==> src/rtl/axis_dst_framer_if.sv <==
// axis_dst_framer_if: result stream into the framer and AXI4-Stream out of it
// master: framer side (takes s_*, drives M_AXIS_* except TREADY)
// slave:  environment side (drives s_valid/s_data and M_AXIS_TREADY)
interface axis_dst_framer_if #(
  parameter int DATA_W = 64
);
  logic s_valid;
  logic s_ready;
  logic [DATA_W-1:0] s_data;
  logic M_AXIS_TVALID;
  logic M_AXIS_TREADY;
  logic M_AXIS_TLAST;
  logic [DATA_W-1:0] M_AXIS_TDATA;
  logic [DATA_W/8-1:0] M_AXIS_TSTRB;
  modport master (
    input  s_valid, s_data, M_AXIS_TREADY,
    output s_ready, M_AXIS_TVALID, M_AXIS_TDATA, M_AXIS_TSTRB, M_AXIS_TLAST
  );
  modport slave (
    output s_valid, s_data, M_AXIS_TREADY,
    input  s_ready, M_AXIS_TVALID, M_AXIS_TDATA, M_AXIS_TSTRB, M_AXIS_TLAST
  );
endinterface

==> src/rtl/axis_dst_framer.sv <==
// axis_dst_framer: buffers result beats in a FIFO and frames them with TLAST
// AXIS_ACLK/AXIS_ARESETN: clock, async active-low reset
// start/frame_len: begin a frame of frame_len beats (0 = unbounded)
// bus: result stream in (s_*), AXI4-Stream out (M_AXIS_*)
// busy: frame in progress incl. drain; frame_done: one-cycle completion pulse
module axis_dst_framer #(
  parameter int DATA_W = 64,
  parameter int DEPTH = 4,
  parameter int LEN_W = 16
) (
  input  logic AXIS_ACLK,
  input  logic AXIS_ARESETN,
  input  logic start,
  input  logic [LEN_W-1:0] frame_len,
  axis_dst_framer_if.master bus,
  output logic busy,
  output logic frame_done
);
  localparam int AW = $clog2(DEPTH);
  localparam int PW = AW + 1;
  typedef enum logic [1:0] {IDLE, RUN, DRAIN} state_t;
  state_t state, state_nx;
  logic [DATA_W-1:0] mem [DEPTH];
  logic [PW-1:0] wr_ptr, rd_ptr;
  logic [LEN_W-1:0] len_r, in_cnt, out_cnt;
  logic full, empty, push, pop, bounded, in_last;
  // pointers differ only in the wrap bit when every slot is occupied
  assign full = (wr_ptr ^ rd_ptr) == {1'b1, {AW{1'b0}}};
  assign empty = wr_ptr == rd_ptr;
  assign bounded = len_r != '0;
  assign push = bus.s_valid & bus.s_ready;
  assign pop = bus.M_AXIS_TVALID & bus.M_AXIS_TREADY;
  assign in_last = bounded & (in_cnt + LEN_W'(1) == len_r);
  assign bus.M_AXIS_TVALID = ~empty;
  assign bus.M_AXIS_TDATA = mem[rd_ptr[AW-1:0]];
  assign bus.M_AXIS_TSTRB = {(DATA_W/8){bus.M_AXIS_TVALID}};
  assign bus.M_AXIS_TLAST = bus.M_AXIS_TVALID & bounded & (out_cnt == len_r - LEN_W'(1));
  assign busy = state != IDLE;
  always_comb begin
    state_nx = state;
    frame_done = 1'b0;
    bus.s_ready = 1'b0;
    case (state)
      IDLE: state_nx = start ? RUN : IDLE;
      RUN: begin
        bus.s_ready = ~full & (~bounded | (in_cnt != len_r));
        state_nx = (push & in_last) ? DRAIN : RUN;
      end
      DRAIN: begin
        frame_done = (out_cnt == len_r) & empty;
        state_nx = frame_done ? IDLE : DRAIN;
      end
      default: state_nx = IDLE;
    endcase
  end
  always_ff @(posedge AXIS_ACLK or negedge AXIS_ARESETN)
    if (!AXIS_ARESETN) begin
      state <= IDLE;
      wr_ptr <= '0;
      rd_ptr <= '0;
      len_r <= '0;
      in_cnt <= '0;
      out_cnt <= '0;
    end else begin
      state <= state_nx;
      wr_ptr <= wr_ptr + PW'(push);
      rd_ptr <= rd_ptr + PW'(pop);
      if (state == IDLE && start) begin
        len_r <= frame_len;
        in_cnt <= '0;
        out_cnt <= '0;
      end else begin
        in_cnt <= in_cnt + LEN_W'(push);
        // out_cnt parks at len_r in bounded frames; free-runs when unbounded
        if (pop && (!bounded || out_cnt != len_r)) out_cnt <= out_cnt + LEN_W'(1);
      end
    end
  always_ff @(posedge AXIS_ACLK)
    if (push) mem[wr_ptr[AW-1:0]] <= bus.s_data;
endmodule

==> src/flat_wrapper.sv <==
// flat-port wrapper written by rule: the top's interface ports become plain ports
module axis_dst_framer_flat 
#(
  parameter int DATA_W = 64,
  parameter int DEPTH = 4,
  parameter int LEN_W = 16
)
  (AXIS_ACLK, AXIS_ARESETN, start, frame_len, busy, frame_done, bus_s_valid, bus_s_data, bus_M_AXIS_TREADY, bus_s_ready, bus_M_AXIS_TVALID, bus_M_AXIS_TDATA, bus_M_AXIS_TSTRB, bus_M_AXIS_TLAST);
  axis_dst_framer_if #(.DATA_W(DATA_W)) bus_i ();
  input  logic AXIS_ACLK;
  input  logic AXIS_ARESETN;
  input  logic start;
  input  logic [LEN_W-1:0] frame_len;
  output logic busy;
  output logic frame_done;
  input wire logic [$bits(bus_i.s_valid)-1:0] bus_s_valid;
  input wire logic [$bits(bus_i.s_data)-1:0] bus_s_data;
  input wire logic [$bits(bus_i.M_AXIS_TREADY)-1:0] bus_M_AXIS_TREADY;
  output wire logic [$bits(bus_i.s_ready)-1:0] bus_s_ready;
  output wire logic [$bits(bus_i.M_AXIS_TVALID)-1:0] bus_M_AXIS_TVALID;
  output wire logic [$bits(bus_i.M_AXIS_TDATA)-1:0] bus_M_AXIS_TDATA;
  output wire logic [$bits(bus_i.M_AXIS_TSTRB)-1:0] bus_M_AXIS_TSTRB;
  output wire logic [$bits(bus_i.M_AXIS_TLAST)-1:0] bus_M_AXIS_TLAST;
  assign bus_i.s_valid = bus_s_valid;
  assign bus_i.s_data = bus_s_data;
  assign bus_i.M_AXIS_TREADY = bus_M_AXIS_TREADY;
  assign bus_s_ready = bus_i.s_ready;
  assign bus_M_AXIS_TVALID = bus_i.M_AXIS_TVALID;
  assign bus_M_AXIS_TDATA = bus_i.M_AXIS_TDATA;
  assign bus_M_AXIS_TSTRB = bus_i.M_AXIS_TSTRB;
  assign bus_M_AXIS_TLAST = bus_i.M_AXIS_TLAST;
  axis_dst_framer #(.DATA_W(DATA_W), .DEPTH(DEPTH), .LEN_W(LEN_W)) u_core (.AXIS_ACLK(AXIS_ACLK), .AXIS_ARESETN(AXIS_ARESETN), .start(start), .frame_len(frame_len), .bus(bus_i), .busy(busy), .frame_done(frame_done));
endmodule
==> config.mk <==
export PLATFORM = sky130hd
export DESIGN_NAME = axis_dst_framer_flat
export DESIGN_NICKNAME = d
export VERILOG_FILES = /design/src/rtl/axis_dst_framer_if.sv /design/src/rtl/axis_dst_framer.sv /design/src/flat_wrapper.sv
export SDC_FILE = /design/constraint.sdc
export NUM_CORES = 1
export LEC_CHECK = 0
export ABC_AREA = 1
export CAP_MARGIN = 30
export CELL_PAD_IN_SITES_DETAIL_PLACEMENT = 0
export CELL_PAD_IN_SITES_GLOBAL_PLACEMENT = 1
export CORE_ASPECT_RATIO = 2
export CORE_UTILIZATION = 41
export CTS_BUF_LIST = sky130_fd_sc_hd__clkbuf_4
export DETAILED_ROUTE_END_ITERATION = 6
export GPL_TIMING_DRIVEN = 0
export PLACE_DENSITY = 0.89
export SLEW_MARGIN = 15
export SYNTH_ARGS = -nofsm -noshare
export SYNTH_HDL_FRONTEND = slang
export SYNTH_SLANG_ARGS = --single-unit
==> constraint.sdc <==
create_clock -name AXIS_ACLK -period 6.15 [get_ports AXIS_ACLK]
set_input_delay 1.845 -clock AXIS_ACLK [delete_from_list [all_inputs] [get_ports AXIS_ACLK]]
set_output_delay 1.845 -clock AXIS_ACLK [all_outputs]
set_load 0.005 [all_outputs]
# Word-level counts from Yosys, hierarchy flattened

Memories as Yosys holds them, arrays and structs flattened.
Cells that the tools add are included.

Memories kept: 1
Memory bits (writable): 256
Output and inout port bits: 77
Input port bits: 85
Flip-flop bits (word level): 56

Equality and inequality tests: 9
Reduce and logical (&&, ||, !) cells: 8
Add/subtract/negate cells: 6
Bitwise logic cells: 13
Multiplexer cells: 11

Memory list:

| name       | depth | width | read ports | clocked after Yosys merged registers in | wr ports | line                  | RTL |
|---|---|---|---|---|---|---|---|
| u_core.mem | 4     | 64    | 1          | 0                                       | 1        | axis_dst_framer.sv:23 | `logic [DATA_W-1:0] mem [DEPTH];` |

Operator list:

| kind                                                | count |
|---|---|
| equality test 16 bit                                | 3 |
| two-way mux 16 bit                                  | 3 |
| adder 16 x 1 -> 16 bit, second input constant       | 2 |
| != test 16 bit                                      | 2 |
| adder 16 x 1 -> 16 bit                              | 1 |
| nonzero test 16 bit                                 | 1 |
| subtractor 16 x 1 -> 16 bit, second input constant  | 1 |
| bitwise AND 1 bit                                   | 8 |
| adder 3 x 1 -> 3 bit                                | 2 |
| one-hot mux 2 bit (3 select lines)                  | 1 |
| two-way mux 1 bit                                   | 5 |
| two-way mux 2 bit                                   | 2 |
| nonzero test 2 bit                                  | 2 |
| equality test 3 bit                                 | 1 |
| equality test 3 bit, second input constant          | 1 |
| NOT 1 bit                                           | 3 |
| bitwise XOR 3 bit                                   | 1 |
| equality test 2 x 1 -> 1 bit, second input constant | 1 |
| equality test 2 bit, second input constant          | 1 |
| logical AND 1 bit                                   | 2 |
| zero test 2 bit                                     | 1 |
| zero test 1 bit                                     | 1 |
| logical OR 1 bit                                    | 1 |
| bitwise OR 1 bit                                    | 1 |

# Depth between registers and ports, before layout

Depth in word-level cells: 9
Gate-level depth with buffers: 18
Mapped depth without buffers: 18

# Least setup slack after synthesis

OpenSTA, ideal clock, no wires.

Path type: input to register
Start point: input bus_s_valid
End point: memory u_core.mem[1][0], enable pin
Arrival: 6.451 ns
Data required time: 5.585 ns
Cell stages on the path: 4
Buffers on the path: 0
Setup slack: -0.866 ns
Cells stage by stage: inv_1 -> nor2_2 -> inv_2 -> nor3_1

Word-level cells in the longest chain between the ends: 3

Ends and longest elaborated chain:

| item                                    | line                  | RTL |
|---|---|---|
| from (decl)                             | flat_wrapper.sv:16    | `input wire logic [$bits(bus_i.s_valid)-1:0] bus_s_valid;` |
| bitwise AND 1 bit                       | axis_dst_framer.sv:31 | `assign push = bus.s_valid & bus.s_ready;` |
| two-way mux 1 bit                       | axis_dst_framer.sv:79 | `if (push) mem[wr_ptr[AW-1:0]] <= bus.s_data;` |
| two-way mux 1 bit (not written as such) | axis_dst_framer.sv:79 |  |
| to (decl)                               | axis_dst_framer.sv:23 |  |

Every way passes these cells.

# Worst setup path in the final report

Start point: register u_core.rd_ptr[0]
End point: output bus_M_AXIS_TDATA[45]

Word-level cells in the longest chain between the ends: 1

Ends and longest elaborated chain:

| item                   | line                  | RTL |
|---|---|---|
| from (decl)            | axis_dst_framer.sv:24 | `logic [PW-1:0] wr_ptr, rd_ptr;` |
| from (signal assigned) | axis_dst_framer.sv:67 | `rd_ptr <= rd_ptr + PW'(pop);` |
| memory (4 x 64 bit)    | --                    |  |
| to (decl)              | flat_wrapper.sv:21    | `output wire logic [$bits(bus_i.M_AXIS_TDATA)-1:0] bus_M_AXIS_TDATA;` |

Every way passes these cells.

==> results.yml <==
power_and_ir_drop:
  combPwrFrac: 0.338
  ir_drop_uv: 188
  power_density_nw_per_um2: 360
  p_leak_uw: 0.00650
  cell_internal_pwr_uw: 4150
  power.total_uw: 6110
  clockPowerShare: 0.277
  net-switching-power_uw: 1960
  swShare: 0.321
  seqPwrFrac: 0.385
floorplan:
  io_pins: 162
  die_area_um2: 33900
  dieHeight_um: 259
  core_area_um2: 32300
  row_count: 93
  die_w_um: 131
  start_util: 0.419
logic_synthesis:
  ys_warn_count: 0
  synth_cells: 1248
  synth_area_um2: 13600
  synth_nets: 1343
  synth_cell_types: 34
  avgSynthCellArea_um2: 10.9
  ys_seq_area_frac: 0.670
  ys_ff_latch: 312
cells_and_area:
  layout-drive-gt1-share: 0.105
  final_common_cell: "edfxtp_1"
  final_nets: 1607
  most-common-layout-cells: "edfxtp_1, nor2_1, nand2_1"
  syn_to_final_growth_pct: 25.0
  fill_cells: 2893
setup_path:
  r2r_start: "u_core.len_r[10]"
  crit_required_ns: 4.30
  start_kind: "register"
  worst-setup-path-type: "register to output pin"
  path_cells: "buf_2, inv_1, clkbuf_1, clkbuf_1, nor2_1, o22ai_1, clkdlybuf4s50_1"
  reg2reg_to: "u_core.mem[3][27]"
  cp_slowest_cell: "clkdlybuf4s50_1"
  reg2reg_depth: 14
  critPathCaptureType: "output pin"
  critical_path.most_common_cell: "clkbuf_1"
  arrival_ns: 3.28
  path_max_fanout: 10
  r2r_slack_ns: 2.54
  max_stage_delay_ns: 0.59
min_path:
  min-delay-start: "u_core.rd_ptr[2]"
  hold_class: "register to register"
  whs_path_depth: 1
  hold_path_end: "u_core.rd_ptr[2]"
global_routing:
  grt_first_pass_wirelength_um: 56700
  overflow: 0
  grt_max_degree: 57
  antenna_found_initial: 4
  grt_pass1_vias: 10800
  gr-usage-all-layers: 0.225
cts:
  cts_hold_buf: 0
  clkLatencyLatePin_ns: 0.71
  cts_sinks: 312
  post_cts.repair.setup_buffers: 0
  clockBufferDepth: 3
  cts_tree: "done"
  clkTransAtPathRegs_ns: 0.07
  cts_resized: 0
  cts_inserted_buffers: 69
  htree_levels: 3
  clock-root-buffer: "clkbuf_4"
timing:
  clock.fmax_mhz: 195
  rsz0062_at_grt: "false"
  skew_ns: 0.0379
  timing.hold.ws_ns: 0.501
  hold_viol: 0
  tightest_slew_ns: 0.766
  slew_headroom: 0.489
  slew_violations: 0
  finalSetupViolCount: 0
  period_share: 0.834
  worst_slack_ns: 1.02
  finalCriticalPeriod_ns: 5.13
placed_design:
  port_buffers: 161
  gp_congestion: 0.958
  dp_worst_setup_slack_ns: 1.54
  place_hpwl_um: 27300
drt:
  drtPass1Iterations: 6
  ant_nets: 0
  via_per_inst: 5.25
  dr_total_vias: 10400
  drtIter0Drc: 712
  wl_per_cell_um: 18.7
  drc_errors: 0
  routed_wl_um: 37200
run:
  cap_violations: 0
status:
  status: "finished, final reports clean"
layer usage:
layer | part of all wire | global-route usage
met5 | 0.00035 | 0
met4 | 0.045 | 0.126
met3 | 0.063 | 0.0589
met2 | 0.58 | 0.450
met1 | 0.31 | 0.189
cell usage after synthesis:
cell type / instances / area share
clkbuf_2: 2 / 0.00074
nor2_1: 214 / 0.059
a21boi_0: 1 / 0.00055
clkbuf_1: 41 / 0.011
edfxtp_1: 256 / 0.57
nand2_1: 179 / 0.050
xnor2_1: 13 / 0.0084
buf_4: 9 / 0.0050
nand2_8: 1 / 0.0015
inv_1: 85 / 0.024
o21ai_0: 158 / 0.058
nor3_1: 12 / 0.0044
buf_8: 1 / 0.0011
buf_1: 2 / 0.00055
a21oi_1: 9 / 0.0033
nor2_2: 1 / 0.00046
o21bai_2: 1 / 0.00083
nand2_4: 1 / 0.00083
buf_2: 8 / 0.0030
inv_2: 2 / 0.00055
o31ai_1: 1 / 0.00055
or2_1: 1 / 0.00046
clkinv_1: 1 / 0.00028
ha_1: 10 / 0.0092
nor3b_1: 1 / 0.00055
nand3_1: 53 / 0.020
and2_4: 1 / 0.00065
nand2_2: 1 / 0.00046
dfrtp_1: 56 / 0.10
o22ai_1: 65 / 0.030
nand4_1: 24 / 0.011
xor2_1: 34 / 0.022
nand3b_1: 2 / 0.0011
o211ai_1: 2 / 0.0011
critical path, delay by kind of cell (launching register included):
family          cells  cell delay, ns
buf+inv             5            1.85
flops               1            0.45
compound gates      1            0.17
simple gates        1            0.09
state kept, by name, indices dropped and copies added, names as in the netlist:
register and count:
u_core.state 2, u_core.out_cnt 16, u_core.len_r 16, u_core.in_cnt 16, u_core.wr_ptr 3, u_core.rd_ptr 3, u_core.mem 256
cell families (layout without fill, tap and decap cells):
| logic type | after synthesis | after routing | share of synthesized area |
|---|---|---|---|
| flip-flops | 312 | 312 | 0.670 |
| XOR/XNOR | 47 | 47 | 0.0303 |
| AO/OA/AOI/OAI | 237 | 237 | 0.0946 |
| AND/OR/NAND/NOR | 491 | 491 | 0.150 |
| adder cells (fa/ha/maj) | 10 | 10 | 0.00922 |
| other | 0 | 3 | 0 |
| buffers and inverters | 151 | 464 | 0.0460 |
worst max-delay path by stage:
stage	cells past startpoint	start	slack, ns	endpoint
global placement	5	bus_s_valid	-4.99	u_core.mem[3][30]
global route	6	u_core.rd_ptr[0]	0.65	bus_M_AXIS_TDATA[45]
floorplan	4	bus_s_valid	-0.87	u_core.mem[1][0]
detailed placement	10	bus_s_valid	1.54	u_core.mem[3][30]
CTS	7	u_core.rd_ptr[0]	0.94	bus_M_AXIS_TDATA[47]
finish	7	u_core.rd_ptr[0]	1.02	bus_M_AXIS_TDATA[45]
area by class of cell:
type | count | area [µm²] | share of cell area
inverters | 88 | 330 | 0.0195
plain buffers | 63 | 294 | 0.0173
multi-input cells | 785 | 3870 | 0.228
clock buffers | 81 | 608 | 0.0359
clock inverters | 39 | 324 | 0.0191
repair buffers | 193 | 1890 | 0.112
flip-flops and latches | 312 | 9090 | 0.536
diodes | 3 | 7.51 | 0.000443
well taps | 427 | 534 | 0.0315
metrics by stage:
stage	util	TNS (ns)	area, µm²	instances
6_report	0.524	0	17000	1991
5_1_grt	0.524	0	17000	1990
4_1_cts	0.524	0	16900	1988
3_5_place_dp	0.495	0	16000	1868
3_3_place_gp	0.486	-1260.95	15700	1836
2_1_floorplan	-	-221.53	13600	1248
power groups by stage:
stage / Sequential, µW / Clock [µW] / Combinational [µW]
floorplan: 2390 / 0 / 925
global placement: 2400 / 0 / 2000
detailed placement: 2400 / 0 / 2060
CTS: 2350 / 1730 / 2070
global route: 2360 / 1820 / 2260
finish: 2350 / 1690 / 2060
(Power assumes the default switching activity.)
